`config.mk`:
```
export PLATFORM = sky130hd
export DESIGN_NAME = mem_port_arbiter_flat
export DESIGN_NICKNAME = d
export VERILOG_FILES = /design/src/rtl/mem_port_arbiter_if.sv /design/src/rtl/mem_port_arbiter.sv /design/src/flat_wrapper.sv
export SDC_FILE = /design/constraint.sdc
export NUM_CORES = 1
export LEC_CHECK = 0
export ABC_CLOCK_PERIOD_IN_PS = 5390
export CORE_MARGIN = 5
export CORE_UTILIZATION = 46
export CTS_BUF_LIST = sky130_fd_sc_hd__clkbuf_4 sky130_fd_sc_hd__clkbuf_8
export DETAILED_ROUTE_END_ITERATION = 10
export PLACE_DENSITY = 0.9
export SLEW_MARGIN = 15
export SYNTH_ARGS = -nofsm -noshare
export SYNTH_HDL_FRONTEND = slang
export SYNTH_SLANG_ARGS = --single-unit
```
`constraint.sdc`:
```
create_clock -name clock -period 5.39 [get_ports clock]
set_clock_uncertainty 0.2 [all_clocks]
set_input_delay 1.617 -clock clock [delete_from_list [all_inputs] [get_ports clock]]
set_output_delay 1.617 -clock clock [all_outputs]
set_load 0.01 [all_outputs]
```
`src/rtl/mem_port_arbiter_if.sv`:
```
// Bundle of CPU, loader and memory-port signals shared by the arbiter and its environment.
// slave is the arbiter side; master is the requester/memory side.
interface mem_port_arbiter_if #(
    parameter int unsigned DATA_W = 16,
    parameter int unsigned ADDR_W = 8
);
    logic              cpu_req;
    logic              cpu_we;
    logic [ADDR_W-1:0] cpu_addr;
    logic [DATA_W-1:0] cpu_wdata;
    logic              cpu_ack;
    logic [DATA_W-1:0] cpu_rdata;

    logic              ld_req;
    logic              ld_we;
    logic [ADDR_W-1:0] ld_addr;
    logic [DATA_W-1:0] ld_wdata;
    logic              ld_ack;
    logic [DATA_W-1:0] ld_rdata;

    logic [ADDR_W-1:0] mem_addr;
    logic [DATA_W-1:0] mem_wdata;
    logic              mem_we;
    logic              mem_re;
    logic [DATA_W-1:0] mem_rdata;

    logic [1:0]        grant;
    logic              busy;

    modport slave (
        input  cpu_req, cpu_we, cpu_addr, cpu_wdata,
        output cpu_ack, cpu_rdata,
        input  ld_req, ld_we, ld_addr, ld_wdata,
        output ld_ack, ld_rdata,
        output mem_addr, mem_wdata, mem_we, mem_re,
        input  mem_rdata,
        output grant, busy
    );

    modport master (
        output cpu_req, cpu_we, cpu_addr, cpu_wdata,
        input  cpu_ack, cpu_rdata,
        output ld_req, ld_we, ld_addr, ld_wdata,
        input  ld_ack, ld_rdata,
        input  mem_addr, mem_wdata, mem_we, mem_re,
        output mem_rdata,
        input  grant, busy
    );
endinterface

```
`src/rtl/mem_port_arbiter.sv`:
```
// Round-robin arbiter sharing one single-port memory between a CPU and a program loader.
// Each granted access walks IDLE -> ACCESS -> WAIT -> DONE; all outputs are registered.
module mem_port_arbiter #(
    parameter int unsigned DATA_W = 16,
    parameter int unsigned ADDR_W = 8
) (
    input  logic                clock,
    input  logic                reset_n,
    mem_port_arbiter_if.slave   bus
);

    typedef enum logic [1:0] {StIdle, StAccess, StWait, StDone} state_e;

    state_e state;
    logic   last_ld;
    logic   lat_we;

    logic              win_ld;
    logic              sel_we;
    logic [ADDR_W-1:0] sel_addr;
    logic [DATA_W-1:0] sel_wdata;

    // Loader wins when alone, or on a tie when the CPU held the port last.
    always_comb begin
        win_ld    = bus.ld_req && (!bus.cpu_req || !last_ld);
        sel_we    = win_ld ? bus.ld_we    : bus.cpu_we;
        sel_addr  = win_ld ? bus.ld_addr  : bus.cpu_addr;
        sel_wdata = win_ld ? bus.ld_wdata : bus.cpu_wdata;
    end

    always_ff @(posedge clock or negedge reset_n) begin
        if (!reset_n) begin
            state         <= StIdle;
            last_ld       <= 1'b1;
            lat_we        <= 1'b0;
            bus.grant     <= 2'b00;
            bus.busy      <= 1'b0;
            bus.cpu_ack   <= 1'b0;
            bus.ld_ack    <= 1'b0;
            bus.mem_we    <= 1'b0;
            bus.mem_re    <= 1'b0;
            bus.mem_addr  <= '0;
            bus.mem_wdata <= '0;
            bus.cpu_rdata <= '0;
            bus.ld_rdata  <= '0;
        end else begin
            unique case (state)
                StIdle: begin
                    if (bus.cpu_req || bus.ld_req) begin
                        state         <= StAccess;
                        last_ld       <= win_ld;
                        lat_we        <= sel_we;
                        bus.grant     <= win_ld ? 2'b10 : 2'b01;
                        bus.busy      <= 1'b1;
                        bus.mem_addr  <= sel_addr;
                        bus.mem_wdata <= sel_wdata;
                        bus.mem_we    <= sel_we;
                        bus.mem_re    <= !sel_we;
                    end
                end
                StAccess: begin
                    state      <= StWait;
                    bus.mem_we <= 1'b0;
                    bus.mem_re <= 1'b0;
                end
                StWait: begin
                    state       <= StDone;
                    bus.cpu_ack <= bus.grant[0];
                    bus.ld_ack  <= bus.grant[1];
                    // Read data arrives the cycle after the strobe, i.e. now.
                    if (!lat_we) begin
                        if (bus.grant[1]) bus.ld_rdata  <= bus.mem_rdata;
                        else              bus.cpu_rdata <= bus.mem_rdata;
                    end
                end
                StDone: begin
                    state       <= StIdle;
                    bus.grant   <= 2'b00;
                    bus.busy    <= 1'b0;
                    bus.cpu_ack <= 1'b0;
                    bus.ld_ack  <= 1'b0;
                end
                default: state <= StIdle;
            endcase
        end
    end

endmodule

```
`src/flat_wrapper.sv`:
```
// flat-port wrapper written by rule: the top's interface ports become plain ports
module mem_port_arbiter_flat 
#(
    parameter int unsigned DATA_W = 16,
    parameter int unsigned ADDR_W = 8
)
  (clock, reset_n, bus_cpu_req, bus_cpu_we, bus_cpu_addr, bus_cpu_wdata, bus_cpu_ack, bus_cpu_rdata, bus_ld_req, bus_ld_we, bus_ld_addr, bus_ld_wdata, bus_ld_ack, bus_ld_rdata, bus_mem_addr, bus_mem_wdata, bus_mem_we, bus_mem_re, bus_mem_rdata, bus_grant, bus_busy);
  mem_port_arbiter_if #(.DATA_W(DATA_W), .ADDR_W(ADDR_W)) bus_i ();
  input  logic clock;
  input  logic reset_n;
  input wire logic [$bits(bus_i.cpu_req)-1:0] bus_cpu_req;
  input wire logic [$bits(bus_i.cpu_we)-1:0] bus_cpu_we;
  input wire logic [$bits(bus_i.cpu_addr)-1:0] bus_cpu_addr;
  input wire logic [$bits(bus_i.cpu_wdata)-1:0] bus_cpu_wdata;
  output wire logic [$bits(bus_i.cpu_ack)-1:0] bus_cpu_ack;
  output wire logic [$bits(bus_i.cpu_rdata)-1:0] bus_cpu_rdata;
  input wire logic [$bits(bus_i.ld_req)-1:0] bus_ld_req;
  input wire logic [$bits(bus_i.ld_we)-1:0] bus_ld_we;
  input wire logic [$bits(bus_i.ld_addr)-1:0] bus_ld_addr;
  input wire logic [$bits(bus_i.ld_wdata)-1:0] bus_ld_wdata;
  output wire logic [$bits(bus_i.ld_ack)-1:0] bus_ld_ack;
  output wire logic [$bits(bus_i.ld_rdata)-1:0] bus_ld_rdata;
  output wire logic [$bits(bus_i.mem_addr)-1:0] bus_mem_addr;
  output wire logic [$bits(bus_i.mem_wdata)-1:0] bus_mem_wdata;
  output wire logic [$bits(bus_i.mem_we)-1:0] bus_mem_we;
  output wire logic [$bits(bus_i.mem_re)-1:0] bus_mem_re;
  input wire logic [$bits(bus_i.mem_rdata)-1:0] bus_mem_rdata;
  output wire logic [$bits(bus_i.grant)-1:0] bus_grant;
  output wire logic [$bits(bus_i.busy)-1:0] bus_busy;
  assign bus_i.cpu_req = bus_cpu_req;
  assign bus_i.cpu_we = bus_cpu_we;
  assign bus_i.cpu_addr = bus_cpu_addr;
  assign bus_i.cpu_wdata = bus_cpu_wdata;
  assign bus_cpu_ack = bus_i.cpu_ack;
  assign bus_cpu_rdata = bus_i.cpu_rdata;
  assign bus_i.ld_req = bus_ld_req;
  assign bus_i.ld_we = bus_ld_we;
  assign bus_i.ld_addr = bus_ld_addr;
  assign bus_i.ld_wdata = bus_ld_wdata;
  assign bus_ld_ack = bus_i.ld_ack;
  assign bus_ld_rdata = bus_i.ld_rdata;
  assign bus_mem_addr = bus_i.mem_addr;
  assign bus_mem_wdata = bus_i.mem_wdata;
  assign bus_mem_we = bus_i.mem_we;
  assign bus_mem_re = bus_i.mem_re;
  assign bus_i.mem_rdata = bus_mem_rdata;
  assign bus_grant = bus_i.grant;
  assign bus_busy = bus_i.busy;
  mem_port_arbiter #(.DATA_W(DATA_W), .ADDR_W(ADDR_W)) u_core (.clock(clock), .reset_n(reset_n), .bus(bus_i));
endmodule
```
==> key figures <==
Placement
  • DP Cell Count: 427
  • Routability cong.: 0.740
  • Area after DPL: between 0.004 and 0.005 mm^2
  • # port buffers: about 130
  • Pre-CTS WS: 1660 ps
  • Dpl hpwl: 5.26 mm

Floorplan
  • # IOs: 133
  • Die area: 0.00806 mm^2
  • Total core area: 0.00628 mm^2
  • Rows: 29
  • Die width: around 90 um
  • Die Ht: 89.8 um
  • Initial Util: 0.467

Setup path
  • Crit path launch: bus_cpu_req
  • Reg2Reg Launch Point: u_core.state[0]$_DFFE_PN0P_
  • Crit path kind: in -> reg
  • CP Capture Type: flip-flop
  • Worst setup SP type: input port
  • Max FO, Critical Path: 25
  • Critical path arrival: 3280 ps
  • CP required: roughly 5400 ps

Detailed routing
  • Routed WL: 6.80 mm
  • Via Count: between 2000 and 2500
  • Avg WL per Cell: 15.3 um
  • Via-per-instance ratio: 4.88
  • Number of DRC markers in iteration 0: 71
  • ANT nets after route: 0
  • Drt first pass iters: 4
  • Residual DRC: 0

STA
  • Final Setup Violations: 0
  • Fmax: between 0.3 and 0.4 GHz
  • Final worst-path cycle share: 0.613
  • Slew margin rel.: 0.295
  • Setup TNS Final: 0 ps
  • Post-route minimum period: approximately 3300 ps
  • Pins Over Slew Limit: 0
  • Min Hold Slack: 278 ps
  • Worst Setup Slack, final: 2080 ps
  • Worst slew pin tran: 1060 ps
  • Unrepaired setup endpoints after global routing: no
  • Fin. Hold Viols: 0

Layout
  • Final #Nets: 437
  • Final Util: 0.718
  • Commonest non-fill, non-tap cells in the layout: clkdlybuf4s50_1, dfrtp_1, nand2_1, mux2i_1, mux2_2
  • Area grow syn2layout: 53.8%
  • Post-layout instance area: 0.00450 mm^2
  • Commonest non-fill, non-tap cell in the layout: clkdlybuf4s50_1
  • Share of layout cells above drive strength 1: 0.156
  • Filler cells: 450
  • Fin cells: approximately 440
  • Diodes inserted: 0

Hold path
  • Hold Crit Start: u_core.bus.mem_addr[0]$_DFFE_PN0P_
  • Class of the most critical hold timing path: reg -> reg

GRT
  • Largest net degree at the start of global routing: between 50 and 60
  • Antenna violations before repair: 0
  • Total GRT Usage: 0.177
  • First-pass GRT wire length: 11.7 mm
  • Vias in the first global route: 2321
  • Grt ovf: 0

Clocking
  • Clock sinks: 67
  • CTS tree: done
  • Hold-fix buffers, CTS: 0
  • CTS resizes: 0
  • Clock insertion delay at the later pin of the skew report: 320 ps
  • H-Tree Depth: 3
  • Clk slew on worst S/H paths: 60 ps
  • Total CTS buffers: 9
  • Worst-case clock buffer depth: 2
  • Root Buffer: clkbuf_8
  • Post-CTS setup buffer count: 0

Synth
  • Sequential area share after synthesis: 0.573
  • Leading area contributor after synthesis: dfrtp_1
  • Top cells by area, synth: dfrtp_1, mux2i_1, mux2_2
  • Cells after Synth: approximately 230
  • Top cell type's share of synthesized area: 0.564
  • Unique masters post-synth: 28
  • Syn Nets: 302
  • Synth warn: 0
  • #FFs+latches synth: 67
  • Post-Syn Area: ~0.003 mm^2
  • Post-Syn Area per Cell: 12.9 um^2

Power and ir drop
  • Total power: 2.53 mW
  • Pleak: 2.02 nW
  • Pwr Density: 561 mW/mm^2
  • Peak supply drop: 0.347 mV

Flow run
  • MaxCap Viol Count: 0

Outcome
  • Status: finished, final reports clean
==> layout make-up <==
cell class              count  area, um^2  share of cell area
well taps                  77        96.3              0.0214
flip-flops and latches     67        1680               0.373
clock inverters             2        35.0             0.00778
repair buffers            135        1350               0.299
inverters                   3        11.3             0.00250
multi-input cells         146        1170               0.260
clock buffers              13         166              0.0369
==> logic make-up after synthesis <==
kind of cell               Yosys count  share of synthesized area
and+or+nand+nor                     42                     0.0683
DFF                                 67                      0.573
muxes                               60                      0.232
adders and majority gates            5                     0.0214
buffers and inverters               14                     0.0312
AOI/OAI and AO/OA                   39                     0.0743
==> synth_stat cells <==
cell       n
dfrtp_1   66
nand2_1   29
mux2i_1   27
mux2_2    23
o21ai_1   21
mux2_4    10
o21ai_0    8
ha_1       5
nor2_1     5
clkbuf_1   4
a21oi_1    3
buf_2      3
inv_1      3
a21bo_1    2
a31oi_1    2
buf_6      2
nand2b_1   2
nor2b_1    2
a211o_1    1
buf_12     1
buf_4      1
dfstp_2    1
nand3b_2   1
nor3_1     1
nor3b_2    1
nor3b_4    1
o311ai_0   1
o31ai_1    1
==> power by group <==
part           switching, mW  leakage (nW)  total [mW]  internal [mW]
clock                  0.174         0.106       0.420          0.246
sequential             0.141         0.810       0.898          0.757
combinational          0.491          1.11        1.21          0.719
==> path summary, 6_finish.rpt <==
path	depth (start not counted)	endpoint	slack, ps
max	5	u_core.lat_we$_DFFE_PN0P_	2080
min	2	u_core.bus.mem_addr[0]$_DFFE_PN0P_	280
max reg2reg	4	u_core.bus.cpu_rdata[15]$_DFFE_PN0P_	2880
min reg2reg	2	u_core.bus.mem_addr[0]$_DFFE_PN0P_	280
max in group asynchronous	2	u_core.bus.ld_rdata[7]$_DFFE_PN0P_	2870
min in group asynchronous	1	u_core.bus.cpu_rdata[11]$_DFFE_PN0P_	1220
==> sequential cells by signal (all words and copies together), names as in the netlist <==
register and count:
u_core.last_ld 1, u_core.bus.mem_addr 8, u_core.bus.mem_re 1, u_core.lat_we 1, u_core.bus.grant 2, u_core.bus.mem_wdata 16
u_core.bus.ld_ack 1, u_core.state 2, u_core.bus.cpu_ack 1, u_core.bus.cpu_rdata 16, u_core.bus.mem_we 1, u_core.bus.ld_rdata 16
u_core.bus.busy 1
==> metal layers <==
metal | vias up | GRT usage | part of all wire
li1 | 1061 | - | -
met1 | 1016 | 0.227 | 0.42
met3 | 6 | 0.0501 | 0.080
met4 | 0 | 0.0491 | 0.0065
met5 | - | 0 | 0
met2 | 81 | 0.293 | 0.50
==> worst max-delay path: stages <==
cell and delay [ps]:
clkdlybuf4s50_1 640, a21bo_1 160, buf_4 360, mux2i_1 370, o21ai_0 120
Power figures use the tool's default switching activity.
